File: config.mk
export PLATFORM = sky130hd
export DESIGN_NAME = vga_scanout
export DESIGN_NICKNAME = d
export VERILOG_FILES = /design/src/rtl/vga_pkg.sv /design/src/rtl/vga_timing.sv /design/src/rtl/vga_scanout.sv
export SDC_FILE = /design/constraint.sdc
export NUM_CORES = 1
export LEC_CHECK = 0
export CAP_MARGIN = 10
export CORE_ASPECT_RATIO = 1.1
export CORE_MARGIN = 5
export CORE_UTILIZATION = 35
export CTS_CLUSTER_DIAMETER = 120
export CTS_CLUSTER_SIZE = 14
export DETAILED_ROUTE_END_ITERATION = 10
export PLACE_DENSITY = 0.64
export SYNTH_ARGS = -nofsm -noshare
export SYNTH_HDL_FRONTEND = slang
export SYNTH_HIERARCHICAL = 1
export SYNTH_SLANG_ARGS = --single-unit
File: constraint.sdc
create_clock -name i_clk -period 3.45 [get_ports i_clk]
set_input_delay 0.345 -clock i_clk [delete_from_list [all_inputs] [get_ports i_clk]]
set_output_delay 0.345 -clock i_clk [all_outputs]
set_load 0.02 [all_outputs]
File: src/rtl/vga_pkg.sv
// Shared constants, pixel types and helpers for the VGA scanout path.
package vga_pkg;

  localparam int unsigned FB_WIDTH  = 320;
  localparam int unsigned FB_HEIGHT = 240;

  localparam int unsigned VGA_H_ACTIVE = 2 * FB_WIDTH;
  localparam int unsigned VGA_H_FP     = 16;
  localparam int unsigned VGA_H_SYNC   = 96;
  localparam int unsigned VGA_H_BP     = 48;
  localparam int unsigned VGA_V_ACTIVE = 2 * FB_HEIGHT;
  localparam int unsigned VGA_V_FP     = 10;
  localparam int unsigned VGA_V_SYNC   = 2;
  localparam int unsigned VGA_V_BP     = 33;

  localparam int ADDR_W = 17;
  localparam int CNT_W  = 10;

  typedef struct packed {
    logic [4:0] red;
    logic [5:0] green;
    logic [4:0] blue;
  } rgb565_t;

  function automatic rgb565_t rgb565_split(input logic [15:0] word);
    rgb565_t px;
    px.red   = word[15:11];
    px.green = word[10:5];
    px.blue  = word[4:0];
    return px;
  endfunction

endpackage

File: src/rtl/vga_timing.sv
// Horizontal/vertical raster counters with sync, active-area and frame-boundary
// decode. All outputs are combinational views of the current counter state.
module vga_timing
  import vga_pkg::*;
#(
  parameter int unsigned H_ACTIVE = VGA_H_ACTIVE,
  parameter int unsigned H_FP     = VGA_H_FP,
  parameter int unsigned H_SYNC   = VGA_H_SYNC,
  parameter int unsigned H_BP     = VGA_H_BP,
  parameter int unsigned V_ACTIVE = VGA_V_ACTIVE,
  parameter int unsigned V_FP     = VGA_V_FP,
  parameter int unsigned V_SYNC   = VGA_V_SYNC,
  parameter int unsigned V_BP     = VGA_V_BP
) (
  input  logic             i_clk,
  input  logic             i_rst_n,
  output logic [CNT_W-2:0] fb_col,
  output logic             active,
  output logic             hsync_n,
  output logic             vsync_n,
  output logic             frame_first,
  output logic             fb_line_end,
  output logic             frame_end
);

  localparam logic [CNT_W-1:0] H_ACT      = CNT_W'(H_ACTIVE);
  localparam logic [CNT_W-1:0] H_SYNC_BEG = CNT_W'(H_ACTIVE + H_FP);
  localparam logic [CNT_W-1:0] H_SYNC_END = CNT_W'(H_ACTIVE + H_FP + H_SYNC - 1);
  localparam logic [CNT_W-1:0] H_MAX      = CNT_W'(H_ACTIVE + H_FP + H_SYNC + H_BP - 1);
  localparam logic [CNT_W-1:0] V_ACT      = CNT_W'(V_ACTIVE);
  localparam logic [CNT_W-1:0] V_SYNC_BEG = CNT_W'(V_ACTIVE + V_FP);
  localparam logic [CNT_W-1:0] V_SYNC_END = CNT_W'(V_ACTIVE + V_FP + V_SYNC - 1);
  localparam logic [CNT_W-1:0] V_MAX      = CNT_W'(V_ACTIVE + V_FP + V_SYNC + V_BP - 1);
  localparam logic [CNT_W-1:0] CNT_ONE    = CNT_W'(1);

  logic [CNT_W-1:0] h_cnt;
  logic [CNT_W-1:0] v_cnt;
  logic             h_last;
  logic             v_last;

  assign h_last = (h_cnt == H_MAX);
  assign v_last = (v_cnt == V_MAX);

  always_ff @(posedge i_clk or negedge i_rst_n) begin
    if (!i_rst_n) begin
      h_cnt <= '0;
      v_cnt <= '0;
    end else if (h_last) begin
      h_cnt <= '0;
      v_cnt <= v_last ? '0 : v_cnt + CNT_ONE;
    end else begin
      h_cnt <= h_cnt + CNT_ONE;
    end
  end

  // Two output columns share one framebuffer column.
  assign fb_col      = h_cnt[CNT_W-1:1];
  assign active      = (h_cnt < H_ACT) && (v_cnt < V_ACT);
  assign hsync_n     = !((h_cnt >= H_SYNC_BEG) && (h_cnt <= H_SYNC_END));
  assign vsync_n     = !((v_cnt >= V_SYNC_BEG) && (v_cnt <= V_SYNC_END));
  assign frame_first = (h_cnt == '0) && (v_cnt == '0);
  assign fb_line_end = h_last && v_cnt[0] && (v_cnt < V_ACT);
  assign frame_end   = h_last && v_last;

endmodule

File: src/rtl/vga_scanout.sv
// VGA scanout: raster timing, 2x-replicated VRAM addressing and a 3-stage
// alignment pipeline matching the VRAM's one-cycle registered read.
module vga_scanout
  import vga_pkg::*;
#(
  parameter int unsigned H_ACTIVE = VGA_H_ACTIVE,
  parameter int unsigned H_FP     = VGA_H_FP,
  parameter int unsigned H_SYNC   = VGA_H_SYNC,
  parameter int unsigned H_BP     = VGA_H_BP,
  parameter int unsigned V_ACTIVE = VGA_V_ACTIVE,
  parameter int unsigned V_FP     = VGA_V_FP,
  parameter int unsigned V_SYNC   = VGA_V_SYNC,
  parameter int unsigned V_BP     = VGA_V_BP
) (
  input  logic              i_clk,
  input  logic              i_rst_n,
  input  logic              i_enable,
  output logic [ADDR_W-1:0] o_vram_address,
  input  logic [15:0]       i_vram_rd_data,
  output logic              o_hsync,
  output logic              o_vsync,
  output logic              o_de,
  output logic [4:0]        o_red,
  output logic [5:0]        o_green,
  output logic [4:0]        o_blue,
  output logic              o_frame_start
);

  localparam logic [ADDR_W-1:0] FB_STRIDE = ADDR_W'(H_ACTIVE / 2);

  logic [CNT_W-2:0]  fb_col;
  logic              active;
  logic              hsync_n;
  logic              vsync_n;
  logic              frame_first;
  logic              fb_line_end;
  logic              frame_end;
  logic              frame_en;
  logic [ADDR_W-1:0] line_base;
  logic [ADDR_W-1:0] pixel_offset;
  logic              de0;
  logic [1:0]        hs_pipe;
  logic [1:0]        vs_pipe;
  logic [1:0]        de_pipe;
  logic [1:0]        fs_pipe;
  rgb565_t           px;

  vga_timing #(
    .H_ACTIVE(H_ACTIVE), .H_FP(H_FP), .H_SYNC(H_SYNC), .H_BP(H_BP),
    .V_ACTIVE(V_ACTIVE), .V_FP(V_FP), .V_SYNC(V_SYNC), .V_BP(V_BP)
  ) u_timing (
    .i_clk       (i_clk),
    .i_rst_n     (i_rst_n),
    .fb_col      (fb_col),
    .active      (active),
    .hsync_n     (hsync_n),
    .vsync_n     (vsync_n),
    .frame_first (frame_first),
    .fb_line_end (fb_line_end),
    .frame_end   (frame_end)
  );

  assign pixel_offset = {{(ADDR_W - (CNT_W - 1)){1'b0}}, fb_col};
  assign de0          = active && frame_en;
  assign px           = rgb565_split(i_vram_rd_data);

  // Enable is only honoured at frame boundaries so a frame is never torn.
  always_ff @(posedge i_clk or negedge i_rst_n) begin
    if (!i_rst_n) begin
      frame_en <= 1'b0;
    end else if (frame_end) begin
      frame_en <= i_enable;
    end
  end

  // Row base advances one framebuffer row after every second visible line.
  always_ff @(posedge i_clk or negedge i_rst_n) begin
    if (!i_rst_n) begin
      line_base <= '0;
    end else if (frame_end) begin
      line_base <= '0;
    end else if (fb_line_end) begin
      line_base <= line_base + FB_STRIDE;
    end
  end

  always_ff @(posedge i_clk or negedge i_rst_n) begin
    if (!i_rst_n) begin
      o_vram_address <= '0;
    end else if (active) begin
      o_vram_address <= line_base + pixel_offset;
    end
  end

  // Control signals ride alongside the address/data path for three clocks.
  always_ff @(posedge i_clk or negedge i_rst_n) begin
    if (!i_rst_n) begin
      hs_pipe       <= '1;
      vs_pipe       <= '1;
      de_pipe       <= '0;
      fs_pipe       <= '0;
      o_hsync       <= 1'b1;
      o_vsync       <= 1'b1;
      o_de          <= 1'b0;
      o_frame_start <= 1'b0;
      o_red         <= '0;
      o_green       <= '0;
      o_blue        <= '0;
    end else begin
      hs_pipe       <= {hs_pipe[0], hsync_n};
      vs_pipe       <= {vs_pipe[0], vsync_n};
      de_pipe       <= {de_pipe[0], de0};
      fs_pipe       <= {fs_pipe[0], frame_first};
      o_hsync       <= hs_pipe[1];
      o_vsync       <= vs_pipe[1];
      o_de          <= de_pipe[1];
      o_frame_start <= fs_pipe[1];
      o_red         <= de_pipe[1] ? px.red   : '0;
      o_green       <= de_pipe[1] ? px.green : '0;
      o_blue        <= de_pipe[1] ? px.blue  : '0;
    end
  end

endmodule

==> reports/summary.txt <==
outcome = finished, final reports clean
Synth top area share = 0.522
kind of critical path = register to register
port bufs = 55
Rows = 37
Most Crowded Layer GR = met2
share of cells above drive strength 1 = 0.118
Ports = 56
Peak VDD IR = 0.173 mV
PwrDens = 376 mW/mm²
routability cong. = 0.886
stages on the worst setup path = 9
CTS resizes = 0
post-synthesis sequential area ratio = 0.569
placed wire-length estimate = 4490 µm
Syn Inst Count = 293
Hold Violations, Final = 0
Synth Flop Type = dfrtp_1
Die ar. = 0.0118 mm²
Critical Path AT = 2.68 ns
overall power = 0.00156 W
H-Tree Depth = 3
CP Cell Sequence = ha_1 -> and3_1 -> nand4_1 -> nor4_1 -> buf_4 -> o221ai_1 -> nor3_1 -> xnor2_1 -> nor2_1
Routed Antenna Nets = 0
Worst Setup EP = line_base[16]
clk sink count = 77
Die Ht = 113 µm
RSZ-0062 raised after global routing = false
cell family with most CP delay = simple AND/OR/NAND/NOR gates
final-stage net count = 370
period utilization = 0.705
TNS Setup = 0 ns
clk buf depth = 2
Hold Path Class = primary input to async pin
worst r2r dst = line_base[16]
sequential power share = 0.577
final setup violating endpoints = 0
Cell Area, Synth = 0.00340 mm²
RR Startpoint = u_timing/h_cnt[1]
Slew Viols, Final = 0
TritonCTS Buffers = 9
Fmax = 0.411 GHz
area occupied by multi-input gates = 0.00130 mm²
initial antenna violation count = 0
vias in the first global route = 2352
met3 Usage GRT = 0.0385
Die Wd = 104 µm
DRC = 0
clock latency on the worst-skew pair = 0.35 ns
#FFs+latches synth = 77
Clock transition at path regs = 0.08 ns
largest area contributor in the netlist = dfrtp_1
startpoint types = register
CP max stage delay = 0.41 ns
P_int = 0.00122 W
count leader, synth = dfrtp_1
Worst EP required = 3.69 ns
syn_area_per_cell = 11.6 µm²
Placement Cell Area = 0.00398 mm²
GRT met1 Usage = 0.145
Area Overhead vs Synth = 22.4%
Clock power frac = 0.400
Sw Ratio = 0.220
Clock Root Buffer = clkbuf_8
DRT Wirelength = 6430 µm
Synth Warn # = 6
commonest cells in the synthesized netlist = 71 x dfrtp_1, 22 x nor2_1, 19 x and2_1
Yosys cell types = 45
Finished Cell Area = 0.00416 mm²
largest net degree at the start of global routing = 78
P_leak = 1.86 nW
GRT Util Overall = 0.117
post-CTS setup buffer count = 0
n_diodes = 0
Worst Tran Pin Value = 0.947 ns
drt pass-1 iters = 4
net switching power = 0.000344 W
drt initial violations = 119
core region area = 0.00944 mm²
CP Launch Point = u_timing/h_cnt[1]
CP max stage cell = dfrtp_1
FILL cells = 905
largest cells by area after synthesis = dfrtp_1 52%, dfstp_2 4.6%, xnor2_1 4.1%, and2_1 3.5%, ha_1 3.3%
Via density = 4.95
clk_skew = 0.0114 ns
TritonCTS clock tree = built
via count = 2297
Logic pwr share = 0.023
Initial Utilization = 0.360
Worst Path Buf+Inv = 1
Crit Path Max Fanout = 6
WL per Instance = 13.9 µm
Post-synth EDFFs = 0
Slew HR = 0.369
worst r2r path cells = 9
R2R Setup Slk = 1.02 ns
Max-cap violations = 0
register area = 0.00193 mm²
syn nets = 321
hold_buf cts = 0
first-pass GRT wire length = 11300 µm
grt ovf = 0
CP endpoint kind = register
Final min period = 2.43 ns
met2 usage = 0.186
Post-synth ARST share = 1.00
==> cell usage in the layout (no fill, tap or decap), drive strengths merged, types with 6 or more instances in the layout <==
cell type | Yosys | final
nand2 | 9 | 9
a21oi | 10 | 10
ha | 9 | 9
clkdlybuf4s50 | 0 | 54
and2 | 19 | 19
dfrtp | 71 | 71
nor3 | 7 | 7
and3 | 6 | 6
xor2 | 9 | 9
nand4 | 9 | 9
clkbuf | 5 | 11
xnor2 | 16 | 16
o21ai | 11 | 11
dfstp | 6 | 6
mux2 | 10 | 10
nor2 | 22 | 22
inv | 6 | 6
nand3 | 12 | 12
==> through the flow <==
stage | hold WS, ns | std cells | utilization | setup slack [ns]
floorplan | 0.0494 | 293 | - | 1.27
global placement | 0.332 | 448 | 0.421 | 1.11
detailed placement | 0.337 | 448 | 0.421 | 1.05
CTS | 0.167 | 464 | 0.441 | 1.02
global route | 0.231 | 464 | 0.441 | 0.784
finish | 0.125 | 464 | 0.441 | 1.02
==> power by group through the flow <==
stage	sequential (W)	clock, W	combinational, W
floorplan	0.000920	0	0.0000000109
global placement	0.000920	0	0.0000368
detailed placement	0.000920	0	0.0000374
CTS	0.000902	0.000652	0.0000375
global route	0.000902	0.000698	0.0000418
finish	0.000902	0.000626	0.0000358
==> worst register-to-register path: cells and delay by family (launching register included) <==
kind | cells | cell delay, ns
simple gates | 5 | 1.13
flops | 1 | 0.41
compound gates | 1 | 0.23
fa+ha+maj | 1 | 0.22
buf+inv | 1 | 0.20
xor+xnor | 1 | 0.14
==> per-layer routing <==
| metal | wire length (µm) | part of all wire | vias up |
|---|---|---|---|
| li1 | - | - | 1111 |
| met1 | 2910 | 0.45 | 1118 |
| met2 | 3030 | 0.47 | 58 |
| met3 | 339 | 0.053 | 10 |
| met4 | 150 | 0.023 | 0 |
| met5 | 0 | 0 | - |
==> sequential cells by signal, indices dropped and copies added (netlist names), 2 cells and up <==
signal and cells:
de_pipe 2, hs_pipe 2, vs_pipe 2, o_blue 5
line_base 11, u_timing/h_cnt 10, o_vram_address 17, o_green 6
u_timing/v_cnt 10, fs_pipe 2, o_red 5
==> cell families (layout without fill, tap and decap cells) <==
group / after synthesis / in the layout / share of synthesized area
mux: 11 / 11 / 0.0372
fa+ha+maj: 9 / 9 / 0.0331
simple gates: 107 / 107 / 0.177
compound gates: 38 / 38 / 0.0695
flops: 77 / 77 / 0.569
buf+inv: 26 / 80 / 0.0500
xor+xnor: 25 / 25 / 0.0644
==> final cells by class <==
class	count	share of cell area
inverters	6	0.00541
well taps	117	0.0352
flip-flops and latches	77	0.465
clock buffers	11	0.0364
clock inverters	5	0.00842
multi-input cells	190	0.313
repair buffers	58	0.137
==> worst min-delay path by stage <==
stage | start | endpoint
finish | i_rst_n | o_blue[2]
global route | i_rst_n | o_blue[0]
CTS | i_rst_n | o_blue[0]
detailed placement | de_pipe[0] | de_pipe[1]
global placement | fs_pipe[0] | fs_pipe[1]
floorplan | i_rst_n | de_pipe[0]
Note: power is estimated with default switching activity, not from simulation.
